[src/rtl/irq_source_ctrl.sv]
// irq_source_ctrl
//   Interrupt source controller on the requesting side of the core's
//   irq/irq_ack and eret_ack handshake. It latches rising edges on the
//   peripheral lines as pending bits and picks the lowest-index pending,
//   enabled source. It drives irq/irq_id until the core acks, then keeps
//   the id on an active stack until eret_ack pops it.
//
//   Optional feature macro: IRQ_NESTING_EN
//     defined   : a higher-priority source preempts while in service
//                 (stack of NEST_DEPTH ids)
//     undefined : one active id; new requests wait until idle
//
// Ports
//   clk, rst       clock, asynchronous active-high reset
//   src_irq        peripheral interrupt lines (rising-edge significant)
//   src_mask       per-source request enable (pending still latches)
//   irq_ack        core has taken the request (honoured only in REQ)
//   eret_ack       core has completed return-from-interrupt
//   irq, irq_id    registered request and id of the requested source
//   active_id      id at top of the active stack, 0 when none
//   in_service     at least one interrupt active
//   pending        latched pending bits
//   spurious_eret  one-cycle pulse when eret_ack has nothing to pop
module irq_source_ctrl #(
  parameter int unsigned NUM_SRC    = 8,
  parameter int unsigned IDW        = 3,
  parameter int unsigned NEST_DEPTH = 4
) (
  input  logic               clk,
  input  logic               rst,
  input  logic [NUM_SRC-1:0] src_irq,
  input  logic [NUM_SRC-1:0] src_mask,
  input  logic               irq_ack,
  input  logic               eret_ack,
  output logic               irq,
  output logic [IDW-1:0]     irq_id,
  output logic [IDW-1:0]     active_id,
  output logic               in_service,
  output logic [NUM_SRC-1:0] pending,
  output logic               spurious_eret
);

`ifdef IRQ_NESTING_EN
  localparam int unsigned STK = NEST_DEPTH;
`else
  // Without nesting the stack is a single slot.
  localparam int unsigned STK = (NEST_DEPTH < 1) ? NEST_DEPTH : 1;
`endif
  localparam int unsigned DW = $clog2(STK + 1);

  typedef enum logic [1:0] {IDLE, REQ, SERVICE} state_t;

  state_t             state_q, state_d;
  logic [NUM_SRC-1:0] src_q, src_d;
  logic [NUM_SRC-1:0] pending_q, pending_d;
  logic [NUM_SRC-1:0] rise, clr, cand_vec;
  logic [IDW-1:0]     irq_id_q, irq_id_d;
  logic [IDW-1:0]     cand, top;
  logic               irq_q, irq_d;
  logic               spur_q, spur_d;
  logic               cand_vld, push, pop;
  logic [DW-1:0]      depth_q, depth_d, depth_pop;
  logic [IDW-1:0]     stack_q [STK];
  logic [IDW-1:0]     stack_d [STK];

  // Edge detect and priority select.
  always_comb begin
    src_d    = src_irq;
    rise     = src_irq & ~src_q;
    cand_vec = pending_q & src_mask;
    cand_vld = |cand_vec;
    cand     = '0;
    // Walk downward so the lowest set index is the one left in cand.
    for (int unsigned i = NUM_SRC; i > 0; i--) begin
      if (cand_vec[i-1]) cand = IDW'(i - 1);
    end
  end

  // Top of the active stack.
  always_comb begin
    top = '0;
    for (int unsigned i = 0; i < STK; i++) begin
      if (depth_q == DW'(i + 1)) top = stack_q[i];
    end
  end

  // Request / service FSM.
  always_comb begin
    state_d  = state_q;
    irq_d    = irq_q;
    irq_id_d = irq_id_q;
    push     = 1'b0;
    pop      = 1'b0;
    spur_d   = 1'b0;
    clr      = '0;
    unique case (state_q)
      IDLE: begin
        if (eret_ack) spur_d = 1'b1;
        if (cand_vld) begin
          irq_d    = 1'b1;
          irq_id_d = cand;
          state_d  = REQ;
        end
      end
      REQ: begin
        // A pop happens before the push when both acks arrive together.
        if (eret_ack) begin
          if (depth_q != '0) pop = 1'b1;
          else               spur_d = 1'b1;
        end
        if (irq_ack) begin
          irq_d   = 1'b0;
          clr     = NUM_SRC'(1) << irq_id_q;
          push    = 1'b1;
          state_d = SERVICE;
        end
      end
      SERVICE: begin
        if (eret_ack) begin
          pop = 1'b1;
          if (depth_q == DW'(1)) state_d = IDLE;
        end
`ifdef IRQ_NESTING_EN
        else if (cand_vld && (cand < top) && (depth_q < DW'(STK))) begin
          irq_d    = 1'b1;
          irq_id_d = cand;
          state_d  = REQ;
        end
`endif
      end
      default: state_d = IDLE;
    endcase
  end

  // Pending bits and stack update; a new edge wins over the ack clear.
  always_comb begin
    pending_d = (pending_q & ~clr) | rise;
    depth_pop = pop ? (depth_q - DW'(1)) : depth_q;
    depth_d   = push ? (depth_pop + DW'(1)) : depth_pop;
    stack_d   = stack_q;
    for (int unsigned i = 0; i < STK; i++) begin
      if (push && (depth_pop == DW'(i))) stack_d[i] = irq_id_q;
    end
  end

  always_ff @(posedge clk or posedge rst) begin
    if (rst) begin
      state_q   <= IDLE;
      src_q     <= '0;
      pending_q <= '0;
      irq_q     <= 1'b0;
      irq_id_q  <= '0;
      spur_q    <= 1'b0;
      depth_q   <= '0;
      for (int unsigned i = 0; i < STK; i++) stack_q[i] <= '0;
    end else begin
      state_q   <= state_d;
      src_q     <= src_d;
      pending_q <= pending_d;
      irq_q     <= irq_d;
      irq_id_q  <= irq_id_d;
      spur_q    <= spur_d;
      depth_q   <= depth_d;
      stack_q   <= stack_d;
    end
  end

  assign irq           = irq_q;
  assign irq_id        = irq_id_q;
  assign active_id     = top;
  assign in_service    = (depth_q != '0);
  assign pending       = pending_q;
  assign spurious_eret = spur_q;

endmodule

[config.mk]
export PLATFORM = sky130hd
export DESIGN_NAME = irq_source_ctrl
export DESIGN_NICKNAME = d
export VERILOG_FILES = /design/src/rtl/irq_source_ctrl.sv
export SDC_FILE = /design/constraint.sdc
export NUM_CORES = 1
export LEC_CHECK = 0
export ABC_CLOCK_PERIOD_IN_PS = 1650
export BUFFER_PORTS_ARGS = -buffer_cell sky130_fd_sc_hd__clkbuf_2
export CORE_ASPECT_RATIO = 1.5
export CORE_MARGIN = 8
export CORE_UTILIZATION = 45
export CTS_CLUSTER_SIZE = 28
export DETAILED_ROUTE_END_ITERATION = 6
export GPL_TIMING_DRIVEN = 0
export PLACE_DENSITY = 0.74
export SYNTH_ARGS = -nofsm -noshare
export SYNTH_HDL_FRONTEND = slang
export SYNTH_SLANG_ARGS = --single-unit
[constraint.sdc]
create_clock -name clk -period 1.65 [get_ports clk]
set_clock_uncertainty 0.1 [all_clocks]
set_input_delay 0.2475 -clock clk [delete_from_list [all_inputs] [get_ports clk]]
set_output_delay 0.2475 -clock clk [all_outputs]
set_load 0.005 [all_outputs]
Word-level counts from Yosys, hierarchy flattened
Index checks and enable logic that the tools add are counted.
Widths: inputs -> output; s select.
- $add $sub $neg: 2
- mux-type cells: 30
- reductions and logical operators: 7
- bitwise gates (word level): 7
- shift-type cells: 1
- equal/unequal tests: 6
- operators by type and width (cell ; number):
    $mux 3 ; 9
    $and 8x8->8 ; 3
    $mux 8 ; 2
    $not 8->8 ; 2
    $mux 1 ; 11
    $mux 2 ; 4
    $ne 2x2->1 const B ; 4
    $or 8x8->8 ; 1
    $reduce_or 8->1 ; 1
    $shl 1x3->8 const A ; 1
    $pmux 1 s2 ; 3
    $pmux 2 s3 ; 1
    $reduce_and 4->1 ; 1
    $reduce_and 3->1 ; 1
    $eq 2x1->1 const B ; 1
    $eq 2x2->1 const B ; 1
    $logic_not 2->1 ; 1
    $reduce_and 2->1 ; 1
    $reduce_bool 2->1 ; 1
    $add 1x1->1 const B ; 1
    $logic_and 1x1->1 ; 1
    $not 1->1 ; 1
    $sub 1x1->1 const B ; 1
- output and inout port bits: 17
- input port bits: 20
- register bits: 27

Longest topological paths before layout
- depth after elaboration: 9
- depth in mapped cells: 7

Worst setup path after synthesis
OpenSTA, ideal clock, no wires.
- path type: register -> register
- from: register state_q[0]
- to: register stack_q[0] (netlist name)
- arrival time: 1439 ps
- cell stages (with the launch flop): 8
- path buffers: 0
- setup slack: -14 ps
- required time: 1425 ps
- cell sequence: dfrtp_1 -> inv_1 -> ha_1 -> nand3_1 -> nor2_1 -> a21oi_1 -> ha_1 -> mux2_2
- longest elaborated chain between the ends: 5
- elaborated cells on any way between the ends: 7
- RTL lines (what ; line ; text):
    start: declaration ; 53 ; state_t state_q, state_d;
    start signal: assignment ; 157 ; state_q <= state_d;
    $eq 2x2->1 or $eq 2x1->1 (tied branches) ; 96 ; unique case (state_q)
    $pmux 1 s2 ; 96 ;
    $mux 1 ; 138 ; depth_pop = pop ? (depth_q - DW'(1)) : depth_q;
    $not 1->1 ; 142 ; if (push && (depth_pop == DW'(i))) stack_d[i] = irq_id_q;
    $logic_and 1x1->1 (*) ; 142 ;
    end signal: assignment ; 164 ; stack_q <= stack_d;
    end: declaration ; 63 ; logic [IDW-1:0] stack_q [STK];
Every way passes the cells marked *; elsewhere a longest branch is shown, timed or not.
A chain may end at the register's enable or synchronous reset.

Final worst setup path
- from: register state_q[1]
- to: register stack_q[1] (netlist name)
Same word-level chain as after synthesis.

==> summary.txt <==
Outcome
  • Status: finished, violations left
  • Failing checks: setup timing

Worst setup path
  • Crit path buffers/inverters: 1
  • Delay-heaviest family, CP: adder cells
  • CP Launch Type: flip-flop
  • Worst-path cell chain: inv_2 > ha_4 > o211ai_1 > a21oi_2 > ha_4 > mux2_4
  • Worst setup path class: flip-flop to flip-flop
  • Worst-path maximum fanout: 3
  • CP dominant cell by count: ha_4
  • Crit path required time: 1.70 ns
  • Worst Path Arrival: 1.76 ns
  • Worst stage delay on the critical path: 0.39 ns
  • Worst R2R Setup Slack: -0.06 ns
  • CP max-delay cell: dfrtp_1
  • Crit. End Element: flip-flop

Synthesis
  • Post-synthesis cell count: 114
  • Avg Cell Area, Syn: 10.8 sq um
  • Compound-Gate Fraction of Synth Area: 0.247
  • Post-synth EDFFs: 0
  • Adder-cell share of the synthesized area: 0.0406
  • Async set or reset register ratio after synthesis: 1.00
  • Seq/Total Area, Yosys: 0.548
  • Largest family of logic cells by synthesized area: compound AO/OA/AOI/OAI gates
  • Post-synth cell types: 26
  • Synthesized area: roughly 1200 sq um
  • Synth Area in Simple Gates: 0.0914
  • Register bit count reported by yosys: 27
  • Syn Nets: 138
  • Post-Synth XOR/XNOR Area: 0
  • Multiplexer share of the synthesized area: 0.0274
  • Synth warnings: 0
  • Main flop type after synthesis: dfrtp_1

CTS
  • Root Buffer Master: clkbuf_8
  • CTS tree: built
  • Reg clk slew, reported paths: 0.09 ns
  • H-tree levels: 1
  • Worst-Skew Late Latency: roughly 0.27 ns
  • Clk sink count: 27
  • Clock Path Buffers: 2
  • CTS Buf Count: 3

Timing
  • Relative slew slack: 0.338
  • Final period util: 1.03
  • Final setup violation count: 3
  • Final Slew Violations: 0
  • Min cycle time layout: 1.71 ns
  • Final Hold Viols: 0
  • RSZ-0062 raised after global routing: true
  • Post-Route Setup TNS: -0.147 ns
  • F_max: a little under 600 MHz
  • Worst Tran Pin Value: between 0.9 and 1 ns
  • Setup ws final: -0.0558 ns

Drt
  • DR pass1 iterations: 4
  • WL per Instance: about 15 microns
  • Detailed-route via count: 1,051
  • DRT iter0 DRCs: 38
  • Remaining DRCs: 0
  • Routed WL: 3050 microns
  • Drt via density: ~5.3
  • Remaining antenna violation count: 0

Die
  • Starting Density: 0.466
  • FP Rows: 23
  • Ports: 37
  • Core region area: 2650 sq um
  • Die Ht: between 80 and 90 microns
  • Die ar.: 4700 sq um
  • Die width: 58.7 microns

Min path
  • Type of the worst min-delay path: input pin to asynchronous set/reset pin

Placement
  • Final HPWL DP: 2370 microns
  • DP Area: between 1000 and 1500 sq um
  • I/O Buffers: 36
  • Gpl congestion: 0.890

Finish
  • P&R area growth vs syn: 33.5%
  • # diodes: 0
  • Final Instance Area: 1650 sq um
  • Fillers: 225
  • Commonest non-fill, non-tap cell in the layout: clkbuf_2
  • Final net count: roughly 190
  • Most frequent cells in the layout: clkbuf_2 (36), dfrtp_1 (27), o21ai_1 (17)
  • Layout cells sized above 1: 0.344

GRT
  • Largest net degree at the start of global routing: 28
  • All-Layer GR Usage: 0.136
  • Global-route wire length before repair: 4930 microns
  • Vias in the first global route: between 1,000 and 1,500
  • Initial antenna violation count: 0
  • GRT Residual Overflow: 0

Job
  • Max_cap viols: 0

Power and ir drop
  • Pleak: 0.754 nW
  • Power Density: 1540 nW/um^2
  • Peak supply drop: 0.000985 V
[through the flow]
| step | hold WS (ns) | setup slack (ns) | total power, mW | cells | utilization |
|---|---|---|---|---|---|
| after global routing | 0.150 | -0.126 | 2.74 | 200 | 0.621 |
| after CTS | 0.00202 | -0.121 | 2.52 | 196 | 0.601 |
| final | 0.0808 | -0.0558 | 2.54 | 200 | 0.621 |
| after global placement | 0.271 | -0.0894 | 2.01 | 187 | 0.558 |
| after detailed placement | 0.272 | -0.114 | 2.07 | 187 | 0.558 |
| after floorplan | 0.179 | 0.0111 | 1.67 | 114 | - |
[power by group]
part	internal (mW)	total, mW	switching, mW	leakage [nW]
clock network	0.173	0.362	0.190	0.0228
logic	0.554	1.08	0.525	0.434
registers	0.859	1.09	0.236	0.298
[worst register-to-register path: stages (launching register included)]
cell	delay [ns]
dfrtp_1	0.39
inv_2	0.08
ha_4	0.27
o211ai_1	0.10
a21oi_2	0.17
ha_4	0.18
mux2_4	0.30
[cell families after synthesis]
kind of cell	after synthesis
AOI/OAI and AO/OA	43
buffers and inverters	15
muxes	3
DFF	27
and+or+nand+nor	22
adders and majority gates	4
[final timing paths]
kind,from,endpoint,cells after the start
max,state_q[1],stack_q[1],6
min reg2reg,src_q[3],pending[3],1
min in group clk,eret_ack,spurious_eret,2
max reg2reg,state_q[1],stack_q[1],6
min,rst,pending[0],2
max in group asynchronous,rst,pending[1],2
[layout make-up]
class                   instances  area [sq um]  area share
flip-flops and latches         27           676       0.411
multi-input cells              72           554       0.337
repair buffers                 45           268       0.163
inverters                      15          56.3      0.0342
well taps                      37          46.3      0.0281
clock buffers                   4          45.0      0.0274
[state kept, by name, indices dropped and copies added (netlist names)]
| name | flops |
|---|---|
| irq | 1 |
| stack_q | 3 |
| pending | 8 |
| src_q | 8 |
| spurious_eret | 1 |
| irq_id | 3 |
| in_service | 1 |
| state_q | 2 |
[repair_timing]
action                                 in CTS  in global routing
pin swaps                                   2                  1
hold buffers                                4                  4
buffers inserted                            1                  0
endpoints found under the hold margin       4                  4
resized for setup                           4                  3
setup endpoints to repair                   3                  3
[layer usage]
metal | GRT usage | vias up | routed length (microns)
met4 | 0.0649 | 0 | 98
met1 | 0.148 | 500 | 1180
met5 | 0 | - | 0
met3 | 0.0383 | 9 | 180
li1 | - | 505 | -
met2 | 0.232 | 37 | 1590
[Yosys cell counts, types with 2 or more instances]
cell type,number,area share
mux2_2,3,0.027
a32oi_1,2,0.014
a31oi_1,2,0.010
nand2_1,6,0.018
dfrtp_1,27,0.55
a21oi_1,7,0.028
and2_1,5,0.025
a22oi_4,2,0.035
ha_1,4,0.041
a32o_1,2,0.016
nor2_1,4,0.012
o21ai_0,2,0.0081
o31ai_1,2,0.012
o21ai_1,17,0.069
a22oi_2,2,0.020
nand2b_1,3,0.015
inv_1,14,0.043
nand3_1,2,0.0081
No activity file was read; power rests on OpenSTA's default activity.
